## src/rtl/pipeline_hazard_ctrl.sv

```systemverilog
// Stall/flush sequencer for the 5-stage pipeline: load-use, Execute redirects and
// multi-cycle data-memory waits, plus saturating stall/flush performance counters.
module pipeline_hazard_ctrl #(
    parameter int REG_ADDR_WIDTH = 5,
    parameter int CNT_WIDTH      = 16
) (
    input  logic                      clk,
    input  logic                      rst,
    input  logic [REG_ADDR_WIDTH-1:0] D_rs1,
    input  logic [REG_ADDR_WIDTH-1:0] D_rs2,
    input  logic [REG_ADDR_WIDTH-1:0] E_rd,
    input  logic                      E_RegWrite,
    input  logic [1:0]                E_result_src,
    input  logic                      E_pc_src,
    input  logic                      M_mem_req,
    input  logic                      dmem_ack,
    output logic                      dmem_req,
    output logic                      F_stall,
    output logic                      D_stall,
    output logic                      D_flush,
    output logic                      E_flush,
    output logic                      M_stall,
    output logic                      W_flush,
    output logic                      mem_busy,
    output logic [CNT_WIDTH-1:0]      stall_cnt,
    output logic [CNT_WIDTH-1:0]      flush_cnt
);

    typedef enum logic [0:0] {
        RUN      = 1'b0,
        MEM_WAIT = 1'b1
    } state_t;

    localparam logic [CNT_WIDTH-1:0] CNT_MAX = {CNT_WIDTH{1'b1}};
    localparam logic [CNT_WIDTH-1:0] CNT_ONE = {{(CNT_WIDTH-1){1'b0}}, 1'b1};

    state_t               r_state;
    state_t               w_state_nxt;
    logic                 w_mem_hold;
    logic                 w_load_use;
    logic [CNT_WIDTH-1:0] r_stall_cnt;
    logic [CNT_WIDTH-1:0] r_flush_cnt;

    assign w_load_use = (E_result_src == 2'b01) && E_RegWrite &&
                        (E_rd != {REG_ADDR_WIDTH{1'b0}}) &&
                        ((E_rd == D_rs1) || (E_rd == D_rs2));

    // Next-state and control decode; everything is forced low while in reset.
    always_comb begin
        w_state_nxt = r_state;
        w_mem_hold  = 1'b0;
        dmem_req    = 1'b0;
        F_stall     = 1'b0;
        D_stall     = 1'b0;
        D_flush     = 1'b0;
        E_flush     = 1'b0;
        M_stall     = 1'b0;
        W_flush     = 1'b0;
        mem_busy    = 1'b0;
        if (rst) begin
            w_state_nxt = RUN;
        end else begin
            case (r_state)
                RUN: begin
                    dmem_req   = M_mem_req;
                    w_mem_hold = M_mem_req && !dmem_ack;
                    if (w_mem_hold) begin
                        w_state_nxt = MEM_WAIT;
                    end else begin
                        w_state_nxt = RUN;
                    end
                end
                MEM_WAIT: begin
                    dmem_req   = 1'b1;
                    mem_busy   = 1'b1;
                    w_mem_hold = !dmem_ack;
                    if (dmem_ack) begin
                        w_state_nxt = RUN;
                    end else begin
                        w_state_nxt = MEM_WAIT;
                    end
                end
                default: begin
                    w_state_nxt = RUN;
                end
            endcase

            // Memory hold freezes E, so redirect/load-use inputs wait unchanged.
            if (w_mem_hold) begin
                F_stall = 1'b1;
                D_stall = 1'b1;
                M_stall = 1'b1;
                W_flush = 1'b1;
            end else if (E_pc_src) begin
                D_flush = 1'b1;
                E_flush = 1'b1;
            end else if (w_load_use) begin
                F_stall = 1'b1;
                D_stall = 1'b1;
                E_flush = 1'b1;
            end else begin
                F_stall = 1'b0;
            end
        end
    end

    // FSM state register.
    always_ff @(posedge clk) begin
        if (rst) begin
            r_state <= RUN;
        end else begin
            r_state <= w_state_nxt;
        end
    end

    // Saturating performance counters.
    always_ff @(posedge clk) begin
        if (rst) begin
            r_stall_cnt <= {CNT_WIDTH{1'b0}};
            r_flush_cnt <= {CNT_WIDTH{1'b0}};
        end else begin
            if (F_stall && (r_stall_cnt != CNT_MAX)) begin
                r_stall_cnt <= r_stall_cnt + CNT_ONE;
            end
            if ((D_flush || E_flush) && (r_flush_cnt != CNT_MAX)) begin
                r_flush_cnt <= r_flush_cnt + CNT_ONE;
            end
        end
    end

    assign stall_cnt = r_stall_cnt;
    assign flush_cnt = r_flush_cnt;

endmodule

```

## config.mk

```make
export PLATFORM = sky130hd
export DESIGN_NAME = pipeline_hazard_ctrl
export DESIGN_NICKNAME = d
export VERILOG_FILES = /design/src/rtl/pipeline_hazard_ctrl.sv
export SDC_FILE = /design/constraint.sdc
export NUM_CORES = 1
export LEC_CHECK = 0
export CAP_MARGIN = 15
export CORE_MARGIN = 5
export CORE_UTILIZATION = 47
export CTS_BUF_LIST = sky130_fd_sc_hd__clkbuf_4
export DETAILED_ROUTE_END_ITERATION = 12
export PLACE_DENSITY = 0.82
export SLEW_MARGIN = 20
export SYNTH_ARGS = -nofsm -noshare
export SYNTH_HDL_FRONTEND = slang
export SYNTH_SLANG_ARGS = --single-unit
```

## constraint.sdc

```tcl
create_clock -name clk -period 2.4 [get_ports clk]
set_input_delay 0.48 -clock clk [delete_from_list [all_inputs] [get_ports clk]]
set_output_delay 0.48 -clock clk [all_outputs]
set_load 0.05 [all_outputs]
```

# ---- Word level (Yosys, flattened, before mapping)
# Index checks and enable logic that the tools add are counted.
# Widths: inputs -> output; s select.
dict set report totals {
  register_bits 33
  input_bits 23
  out_inout_bits 40
}
dict set report classes {
  n_addsub 2
  n_eq_ne 5
  n_mux 21
  bitwise 1
  n_reduce_logical 10
}
# operator n
set op_table {}
lappend op_table {{$add 16x1->16 const B} 2}
lappend op_table {{$ne 16x16->1 const B} 2}
lappend op_table {{$mux 1} 18}
lappend op_table {{$eq 5x5->1} 2}
lappend op_table {{$logic_and 1x1->1} 6}
lappend op_table {{$pmux 1 s2} 3}
lappend op_table {{$reduce_bool 5->1} 1}
lappend op_table {{$eq 2x1->1 const B} 1}
lappend op_table {{$logic_or 1x1->1} 2}
lappend op_table {{$logic_not 1->1} 1}
lappend op_table {{$not 1->1} 1}

# ---- Depth between registers and ports, before layout
dict set report depth {
  ltp_word 10
  mapped_depth 9
  depth_no_buf 7
}

# ---- Worst setup path before layout
# Ideal clock, no wire load.
dict set report synth_timing {
  path_kind {input -> output}
  startpoint {input rst}
  endpoint {output F_stall}
  arrival_time_ps 2832
  t_required_ps 1920
  setup_slack_ps -912
  path_stages 4
  path_cell_list {buf_2 -> nor3_1 -> o21bai_1 -> buf_4}
}
dict set report synth_between {
  elab_chain_cells 1
}
# item line
set synth_lines {}
lappend synth_lines {{from (decl)} 8} ;# input logic rst,
lappend synth_lines {{$mux 1} --}
lappend synth_lines {{to (decl)} 18} ;# output logic F_stall,
# No other way between the ends.

# ---- Worst setup path in the final report
dict set report layout_timing {
  startpoint {input D_rs1[0]}
  endpoint {output E_flush}
}
dict set report layout_between {
  elab_chain_cells 7
}
# item line
set layout_lines {}
lappend layout_lines {{from (decl)} 9} ;# input logic [REG_ADDR_WIDTH-1:0] D_rs1,
lappend layout_lines {{$eq 5x5->1} 46} ;# ((E_rd == D_rs1) || (E_rd == D_rs2));
lappend layout_lines {{$logic_or 1x1->1} 46}
lappend layout_lines {{$logic_and 1x1->1} 45} ;# (E_rd != {REG_ADDR_WIDTH{1'b0}}) &&
lappend layout_lines {{$mux 1} 97} ;# end else if (w_load_use) begin
lappend layout_lines {{$mux 1} 94} ;# end else if (E_pc_src) begin
lappend layout_lines {{$mux 1} 89} ;# if (w_mem_hold) begin
lappend layout_lines {{$mux 1} 60} ;# if (rst) begin
lappend layout_lines {{to (decl)} 21} ;# output logic E_flush,
# No other way between the ends.

==> results.md <==
* Status: finished clean
* YS warnings at 0
* Total die area at 5270 sq um
* Met3 Use GR at 5.65%
* Final setup viols at 0
* Lkg Pwr at 1.04 nW
* Main synth FF type: dfxtp_1
* First-pass GRT wire length at 8090 um
* DRC violations left at 0
* Required @ worst endpoint at 1920 ps
* P&R area growth vs syn at 51.2%
* Fmax at 0.431 GHz
* PD cells at 375 nW/um^2
* GRT Util Overall at 19.3%
* CTS tree: done
* Synth top area cells: dfxtp_1 (36%), xor2_1 (5.2%), a21oi_1 (5.2%), nor2_1 (4.5%), nand2_1 (3.9%)
* Yosys cell types at 46
* Post-synth top cells: dfxtp_1 (33), nor2_1 (22), a21oi_1 (19), nand2_1 (19), nand3_1 (12)
* Clk buf depth at 2
* Area leader, netlist: dfxtp_1
* RSZ-0062 raised after global routing: yes
* Maximum vdd drop at 376 uV
* Initial core utilization at 49.6%
* Grt total ovfl at 0
* Critical Path Fanout Max at 2
* I/O Buffers at 62
* Initial antenna violation count at 0
* Final RePlAce weighted congestion at 0.806
* Drt total wl at 4980 um
* Min Hold Slack at 493 ps
* Yosys reg bits at 33
* Mapped Cells at 223
* Grt met2 use at 30.1%
* Vias/cell at 5.49
* Max-slew violations at 0
* Vias in the first global route at 1796
* Area share of the largest cell type after synthesis at 35.9%
* Hpwl dp at 3860 um
* Syn Std Cell Area at 1840 sq um
* Reg2reg setup slack at 180 ps
* Crit path from: D_rs1[0]
* Clk_lat worst skew at 330 ps
* R2r startpoint: stall_cnt[8]
* Detail Route Antenna Nets at 0
* Maxcap violations at 0
* Rel. slew slack at 66.1%
* EDFF count, synth at 0
* Rows at 22
* Async set-reset flop share out of synthesis at 0%
* CP peak stage delay at 480 ps
* Crit Path Class: in -> out
* Slowest CP cell: clkdlybuf4s50_1
* Clock root buffer: clkbuf_4
* Net Count, Synth at 248
* Arrival @ worst endpoint at 1840 ps
* Final nets at 330
* Tcrit/Tclk final at 96.7%
* CP Capture Point: E_flush
* N_diodes at 0
* CORE AREA at 3720 sq um
* Drt pass-1 iters at 4
* Critical Path Start Type: input pin
* Vert. Die Dim at 72.6 um
* R2R depth at 8
* H-tree depth at 2
* Register area share after synthesis at 35.9%
* Routed via count at 1931
* Worst-path clk slew at 90 ps
* I/O pin cnt at 63
* Largest net degree at the start of global routing at 18
* Grt peak-use layer: met2
* Most frequent cell after synthesis: dfxtp_1
* Crit-path cells: clkdlybuf4s50_1, xor2_1, nor3_2, a221oi_2, nor2_2, buf_12
* Worst hold path class: reg -> reg
* Syn_area_per_cell at 8.26 sq um
* Clock Sinks at 33
* FF-to-FF End: stall_cnt[1]
* Worst slew pin tran at 506 ps
* Share of cells above drive strength 1 at 18.4%
* DIE WIDTH at 72.6 um
* Crit. End Element: output port
* Final Util at 74.9%
* Mean routed wirelength per cell at 14.2 um
* CTS Buf Count at 5
* Skew final at 9.10 ps
* Fin. Hold Viols at 0
* Fin crit period at 2320 ps
* Iteration-0 DRC Markers at 79
* Met1 Use GR at 25.4%
-- power breakdown --
group	switching (mW)	internal (mW)
clock	0.178	0.101
sequential	0.00329	0.551
combinational	0.108	0.103
-- cells by family (layout without fill, tap and decap cells) --
family / after synthesis / count (layout) / share of synthesized area [%]
DFF: 33 / 33 / 35.9
AOI/OAI and AO/OA: 48 / 48 / 17.3
xor gates and xnor gates: 12 / 12 / 5.71
muxes: 9 / 9 / 5.10
and+or+nand+nor: 101 / 101 / 29.1
adders and majority gates: 2 / 2 / 1.36
buffers and inverters: 18 / 99 / 5.64
-- how the worst min path moves through the flow --
stage,from,endpoint,slack [ps],depth (start not counted)
2_1_floorplan,r_state,r_state,530,2
3_3_place_gp,flush_cnt[4],flush_cnt[4],460,1
3_5_place_dp,flush_cnt[4],flush_cnt[4],480,1
4_1_cts,flush_cnt[4],flush_cnt[4],500,2
5_1_grt,flush_cnt[4],flush_cnt[4],520,1
6_report,flush_cnt[4],flush_cnt[4],490,1
-- placed cells by master, fill, tap and decap left out, types with 5 or more instances in the layout --
master,instances
buf_4,23
mux2i_1,6
nor2_1,21
clkdlybuf4s50_1,48
nand2_1,19
or4_1,5
nand4_1,9
o31ai_1,5
buf_12,7
nor2b_1,5
dfxtp_1,32
xor2_1,11
a21oi_1,19
inv_1,9
or3_1,8
clkbuf_4,5
nand3_1,12
-- per-stage QoR --
stage	cell area (sq um)	TNS, ps	power, mW	worst slack [ps]	cells
after floorplan	1860	0	0.667	5.55	223
after CTS	2770	0	1.05	4.24	352
final	2790	0	1.04	80.4	352
after global routing	2790	-6.49	1.09	-6.49	352
after detailed placement	2690	-4950	0.769	-247	344
after global placement	2690	-2190	0.766	-165	344
-- metal layers --
layer  vias to the layer above  share of wire, %
li1                        980                 -
met1                       883                46
met2                        59                46
met3                         9               6.9
met4                         0               1.7
met5                         -                 0
-- cell type report --
cell class,count,area (sq um)
clock buffer,5,37.5
inverter,9,33.8
clock inverter,1,5.00
sequential,33,662
timing repair buffer,84,857
tap,48,60.1
multi-input combinational,172,1130
fill,267,931
-- what timing repair did --
| item | CTS | global route |
|---|---|---|
| hold buffers | 0 | 0 |
| endpoints found under the setup margin | 3 | 5 |
| resized for setup | 10 | 5 |
| pin swaps | 5 | 1 |
| setup buffers | 2 | 0 |
| cloned | 0 | 0 |
-- sequential cells by signal, summed over array words and instances (netlist names) --
register,cells
flush_cnt,16
stall_cnt,16
r_state,1
-- worst max-delay path, delay by kind of cell --
family	cells	cell delay, ps
AOI/OAI and AO/OA	1	340
xor gates and xnor gates	1	200
and+or+nand+nor	2	180
buffers and inverters	2	640
Power figures use the tool's default switching activity.
